### config.mk
export PLATFORM = sky130hd
export DESIGN_NAME = vc_input_buffer
export DESIGN_NICKNAME = d
export VERILOG_FILES = /design/src/rtl/vc_input_buffer_pkg.sv /design/src/rtl/vc_fifo.sv /design/src/rtl/vc_input_buffer.sv
export SDC_FILE = /design/constraint.sdc
export NUM_CORES = 1
export LEC_CHECK = 0
export CAP_MARGIN = 20
export CORE_MARGIN = 4
export CORE_UTILIZATION = 49
export CTS_BUF_LIST = sky130_fd_sc_hd__clkbuf_16
export CTS_CLUSTER_DIAMETER = 30
export DETAILED_ROUTE_END_ITERATION = 8
export GPL_TIMING_DRIVEN = 0
export PLACE_DENSITY = 0.71
export SLEW_MARGIN = 20
export SYNTH_ARGS = -nofsm -noshare
export SYNTH_HDL_FRONTEND = slang
export SYNTH_SLANG_ARGS = --single-unit
### constraint.sdc
create_clock -name clk -period 4.71 [get_ports clk]
set_clock_uncertainty 0.2 [all_clocks]
set_input_delay 1.413 -clock clk [delete_from_list [all_inputs] [get_ports clk]]
set_output_delay 1.413 -clock clk [all_outputs]
set_load 0.005 [all_outputs]
### src/rtl/vc_input_buffer_pkg.sv
// Shared defaults and helpers for the two-VC input buffer.
// The VC select bit is always the top bit of the packet.
package vc_input_buffer_pkg;

  localparam int DATA_WIDTH_DEF = 5;
  localparam int DEPTH_DEF      = 4;
  localparam int AF_THRESH_DEF  = 3;
  localparam int AE_THRESH_DEF  = 1;
  localparam int VC_SEL_BIT_DEF = DATA_WIDTH_DEF - 1;

  typedef enum logic {
    VC0 = 1'b0,
    VC1 = 1'b1
  } vc_id_e;

  function automatic int vc_sel_bit(input int data_width);
    return data_width - 1;
  endfunction

  function automatic int ptr_width(input int depth);
    return (depth > 1) ? $clog2(depth) : 1;
  endfunction

endpackage

### src/rtl/vc_fifo.sv
// Single show-ahead FIFO with occupancy flags and one-cycle overflow/underflow pulses.
// Storage is not reset; the head output is forced to zero while empty.
module vc_fifo
  import vc_input_buffer_pkg::*;
#(
  parameter int DATA_WIDTH = DATA_WIDTH_DEF,
  parameter int DEPTH      = DEPTH_DEF,
  parameter int AF_THRESH  = AF_THRESH_DEF,
  parameter int AE_THRESH  = AE_THRESH_DEF
) (
  input  logic                  clk,
  input  logic                  reset_L,
  input  logic                  push,
  input  logic                  pop,
  input  logic [DATA_WIDTH-1:0] data_in,
  output logic [DATA_WIDTH-1:0] data_out,
  output logic                  empty,
  output logic                  full,
  output logic                  almost_full,
  output logic                  almost_empty,
  output logic                  overflow,
  output logic                  underflow
);

  localparam int AW = ptr_width(DEPTH);
  localparam int CW = AW + 1;

  logic [AW-1:0]         wr_ptr_q, wr_ptr_d;
  logic [AW-1:0]         rd_ptr_q, rd_ptr_d;
  logic [CW-1:0]         count_q, count_d;
  logic [DATA_WIDTH-1:0] mem_q [DEPTH];
  logic                  do_push;
  logic                  do_pop;

  assign empty        = (count_q == '0);
  assign full         = (count_q == CW'(DEPTH));
  assign almost_full  = (count_q >= CW'(AF_THRESH));
  assign almost_empty = (count_q <= CW'(AE_THRESH));
  assign data_out     = empty ? '0 : mem_q[rd_ptr_q];

  // push/pop are single-cycle strobes with no back-pressure: a pop takes effect
  // only when non-empty, a push only when not full or when the same FIFO pops.
  assign do_pop    = pop && !empty;
  assign do_push   = push && (!full || do_pop);
  assign overflow  = push && full && !pop;
  assign underflow = pop && empty;

  always_comb begin
    wr_ptr_d = wr_ptr_q;
    rd_ptr_d = rd_ptr_q;
    count_d  = count_q;
    if (do_push) wr_ptr_d = wr_ptr_q + AW'(1);
    if (do_pop)  rd_ptr_d = rd_ptr_q + AW'(1);
    case ({do_push, do_pop})
      2'b10:   count_d = count_q + CW'(1);
      2'b01:   count_d = count_q - CW'(1);
      default: count_d = count_q;
    endcase
  end

  always_ff @(posedge clk or negedge reset_L) begin
    if (!reset_L) begin
      wr_ptr_q <= '0;
      rd_ptr_q <= '0;
      count_q  <= '0;
    end else begin
      wr_ptr_q <= wr_ptr_d;
      rd_ptr_q <= rd_ptr_d;
      count_q  <= count_d;
    end
  end

  always_ff @(posedge clk) begin
    if (do_push) mem_q[wr_ptr_q] <= data_in;
  end

endmodule

### src/rtl/vc_input_buffer.sv
// Two-VC input buffer: demuxes incoming packets by their top bit into two FIFOs
// and keeps a sticky error flag for any overflow or underflow.
module vc_input_buffer
  import vc_input_buffer_pkg::*;
#(
  parameter int DATA_WIDTH = DATA_WIDTH_DEF,
  parameter int DEPTH      = DEPTH_DEF,
  parameter int AF_THRESH  = AF_THRESH_DEF,
  parameter int AE_THRESH  = AE_THRESH_DEF
) (
  input  logic                  clk,
  input  logic                  reset_L,
  input  logic [DATA_WIDTH-1:0] dataIn,
  input  logic                  pushIn,
  input  logic                  popVC0,
  input  logic                  popVC1,
  output logic [DATA_WIDTH-1:0] VC0_out,
  output logic [DATA_WIDTH-1:0] VC1_out,
  output logic                  emptyVC0,
  output logic                  emptyVC1,
  output logic                  fullVC0,
  output logic                  fullVC1,
  output logic                  almostFullVC0,
  output logic                  almostFullVC1,
  output logic                  almostEmptyVC0,
  output logic                  almostEmptyVC1,
  output logic                  error
);

  localparam int SEL = vc_sel_bit(DATA_WIDTH);

  logic push_vc0, push_vc1;
  logic ovf_vc0, ovf_vc1, unf_vc0, unf_vc1;
  logic error_q, error_d;

  assign push_vc0 = pushIn && (dataIn[SEL] == VC0);
  assign push_vc1 = pushIn && (dataIn[SEL] == VC1);

  vc_fifo #(
    .DATA_WIDTH(DATA_WIDTH), .DEPTH(DEPTH), .AF_THRESH(AF_THRESH), .AE_THRESH(AE_THRESH)
  ) u_fifo_vc0 (
    .clk         (clk),
    .reset_L     (reset_L),
    .push        (push_vc0),
    .pop         (popVC0),
    .data_in     (dataIn),
    .data_out    (VC0_out),
    .empty       (emptyVC0),
    .full        (fullVC0),
    .almost_full (almostFullVC0),
    .almost_empty(almostEmptyVC0),
    .overflow    (ovf_vc0),
    .underflow   (unf_vc0)
  );

  vc_fifo #(
    .DATA_WIDTH(DATA_WIDTH), .DEPTH(DEPTH), .AF_THRESH(AF_THRESH), .AE_THRESH(AE_THRESH)
  ) u_fifo_vc1 (
    .clk         (clk),
    .reset_L     (reset_L),
    .push        (push_vc1),
    .pop         (popVC1),
    .data_in     (dataIn),
    .data_out    (VC1_out),
    .empty       (emptyVC1),
    .full        (fullVC1),
    .almost_full (almostFullVC1),
    .almost_empty(almostEmptyVC1),
    .overflow    (ovf_vc1),
    .underflow   (unf_vc1)
  );

  assign error_d = error_q | ovf_vc0 | ovf_vc1 | unf_vc0 | unf_vc1;
  assign error   = error_q;

  always_ff @(posedge clk or negedge reset_L) begin
    if (!reset_L) error_q <= 1'b0;
    else          error_q <= error_d;
  end

endmodule
==> summary.txt <==
Clocking
  – Worst-Skew Late Latency: slightly below 0.3 ns
  – Root Buffer: clkbuf_16
  – CTS Buf Count: 5
  – Number of setup buffers added after CTS: 0
  – CTS resizes: 0
  – Clk buf depth: 2
  – Clock-pin slew on the worst setup and hold paths: roughly 0.07 ns
  – CTS Sinks: 55
  – TritonCTS clock tree: yes
  – Hold buffer count at CTS: 0
  – Htree depth: 2

Place
  – Port-buffer cells: 27
  – Post-DP Area: 2990 µm²
  – Final HPWL DP: 3.51 mm
  – Routability cong.: roughly 0.8

Critical path
  – FF-to-FF path depth: 9
  – Largest delay contributor family on the critical path: buffers and inverters
  – Worst setup EP type: primary output
  – Max stage delay on crit path: approximately 0.53 ns
  – Crit-path cells: inv_1 > ha_1 > nor2b_1 > clkbuf_1 > nor2b_1 > clkdlybuf4s50_1
  – Worst-path fanout max: 8
  – WP data arrival: just over 2 ns
  – Worst setup SP type: flip-flop
  – Worst Path Required: slightly above 3 ns
  – Crit path kind: flip-flop to primary output
  – Worst path most repeated cell: nor2b_1
  – Worst Path Buf+Inv: 3
  – RR Startpoint: u_fifo_vc1.count_q[0]
  – CP max-delay cell: clkdlybuf4s50_1
  – FF-to-FF setup slack: 2.38 ns
  – R2R Path End: u_fifo_vc1.count_q[2]

Power and ir drop
  – Power Density: around 600 nW/µm²
  – Maximum VDD drop: about 260 µV
  – LEAKAGE: between 0.001 and 0.0015 µW

Global routing
  – Largest net degree at the start of global routing: 18
  – GRT Residual Overflow: 0
  – First-pass GRT wire length: approximately 7.9 mm
  – Initial antenna violation count: 0
  – GRT Overall Usage: 0.163
  – Number of global-route vias before repair: roughly 1,600

Floorplanning
  – Starting Density: 0.509
  – Boundary Pins: 29
  – Die area: approximately 6600 µm²
  – CORE AREA: around 5200 µm²
  – Die X: ~80 µm
  – FP Rows: 26
  – Chip height: 81.3 µm

Logic synthesis
  – Synth unique cells: 35
  – Compound-gate portion of the synthesized area: 0.0499
  – Mux contribution to synthesized area: 0.0893
  – Yosys warning count: 0
  – Post-Synth XOR/XNOR Area: 0.0299
  – Mapped Nets: between 200 and 250
  – FF+latch count, synth: between 50 and 60
  – Ys async rst share: 0.273
  – Syn_area_per_cell: 14.2 µm²
  – Simple-gate portion of the synthesized area: 0.103
  – Mapped cell area: about 2600 µm²
  – Ys flop type: edfxtp_1
  – Sequential share of the synthesized area: 0.598
  – Area share of fa/ha/maj cells after synthesis: 0.0897
  – EDFF count, synth: 40
  – Largest family of logic cells by synthesized area: simple AND/OR/NAND/NOR gates
  – Syn Inst Count: around 190

Timing
  – Final setup violation count: 0
  – Setup TNS: 0 ns
  – Fin crit share: 0.783
  – Hold Vio Cnt, Final: 0
  – F_max: approximately 270 MHz
  – RSZ-0062 raised after global routing: false
  – Tmin final: ~3.7 ns
  – Slew Viols, Final: 0
  – Slew headroom: 0.515
  – Actual slew at the worst max-slew pin: 0.725 ns

Worst hold path
  – HP Class: flip-flop to flip-flop
  – Worst hold stages: 2
  – WHS Endpoint: error
  – HP Start: error

Finish
  – ANT cells: 0
  – Final #Nets: ~250
  – Most common cell after layout, fill and taps aside: edfxtp_1
  – Commonest cells after routing, fill and taps aside: 40 x edfxtp_1, 27 x clkdlybuf4s50_1, 18 x ha_1
  – Final Cell Area: between 3000 and 4000 µm²
  – Share of cells above drive strength 1: 0.132
  – Area Overhead vs Synth: 19.1%

Routing
  – Avg Vias per Cell: around 5.2
  – DRT Wirelength: approximately 4.7 mm
  – Drc violations: 0
  – Post-route ant nets: 0
  – Via count: about 1,500
  – 1st-iter DRT viols: 75
  – Routed WL per cell: about 16 µm
  – DRT Pass-1 Iters: 4

Run
  – Total of max-cap violations: 0

Status
  – Status: finished clean
-- stage by stage --
step / std cells / util / worst slack [ns] / hold WS (ns) / total power, µW
2_1_floorplan: 185 / - / 1.90 / 0.267 / 1200
5_1_grt: 290 / 0.607 / 0.921 / 0.299 / 2030
3_5_place_dp: 282 / 0.579 / 1.02 / 0.269 / 1540
4_1_cts: 290 / 0.607 / 1.02 / 0.286 / 1900
3_3_place_gp: 282 / 0.579 / 1.15 / 0.267 / 1490
6_report: 290 / 0.607 / 1.02 / 0.279 / 1880
-- kinds of logic (layout without fill, tap and decap cells) --
logic type,after synthesis,after routing
mux,11,11
fa+ha+maj,19,19
flops,55,55
simple gates,47,47
xor+xnor,9,9
buf+inv,23,58
compound gates,21,21
-- registers in the layout (all words and copies together), names as in the netlist --
register,cells
u_fifo_vc0.mem_q,20
u_fifo_vc1.mem_q,20
u_fifo_vc0.count_q,3
u_fifo_vc1.count_q,3
u_fifo_vc0.rd_ptr_q,2
u_fifo_vc0.wr_ptr_q,2
u_fifo_vc1.rd_ptr_q,2
u_fifo_vc1.wr_ptr_q,2
error,1
-- per-layer routing --
metal  up-vias  track usage  share of wire
met5         -            0              0
met1       756        0.196           0.43
met4         0       0.0608          0.011
met2        17        0.287           0.54
met3         4       0.0299          0.020
li1        727            -              -
-- worst register-to-register path: stages, from the launching register on --
cell	delay, ns
dfrtp_1	0.39
inv_1	0.09
ha_1	0.22
nor2b_1	0.13
clkbuf_1	0.20
nor2b_1	0.33
ha_1	0.30
nor2_1	0.07
a31oi_1	0.17
o22ai_1	0.11
-- how the worst max path moves through the flow --
stage | startpoint | to | cells after the start | slack (ns)
floorplan | u_fifo_vc0.rd_ptr_q[0] | VC0_out[0] | 3 | 1.90
global placement | dataIn[4] | u_fifo_vc1.count_q[2] | 7 | 1.15
detailed placement | dataIn[4] | u_fifo_vc1.count_q[2] | 7 | 1.02
CTS | u_fifo_vc1.count_q[0] | VC1_out[4] | 6 | 1.02
global route | u_fifo_vc1.count_q[0] | VC1_out[4] | 6 | 0.92
finish | u_fifo_vc1.count_q[0] | VC1_out[4] | 6 | 1.02
-- synthesized netlist by cell type (2+ instances only) --
cell       n  share of area
dfrtp_1   15           0.14
inv_1     15          0.021
and2_1     6          0.014
and2_2     5          0.014
nor2_1     9          0.013
clkbuf_1   4         0.0057
mux4_2    10          0.085
nand3b_1   2         0.0057
nand2_1    6         0.0085
a21oi_1    4         0.0076
xnor2_1    8          0.027
buf_2      2         0.0038
nand2b_1   2         0.0047
o21ai_0    8          0.015
o21ai_1    2         0.0038
ha_1      18          0.085
nor2b_1    8          0.019
edfxtp_1  40           0.46
and3_1     5          0.012
-- area by class of cell --
type / instances / area (µm²)
Fill cell: 399 / 2030
Tap cell: 70 / 87.6
Clock inverter: 3 / 20.0
Clock buffer: 5 / 125
Buffer: 8 / 50.0
Multi-Input combinational cell: 107 / 952
Timing Repair Buffer: 27 / 270
Sequential cell: 55 / 1580
Inverter: 15 / 56.3
-- power by group --
part | internal (µW) | switching [µW]
combinational | 461 | 383
clock | 197 | 162
sequential | 621 | 59.8
No activity file was read; power rests on OpenSTA's default activity.
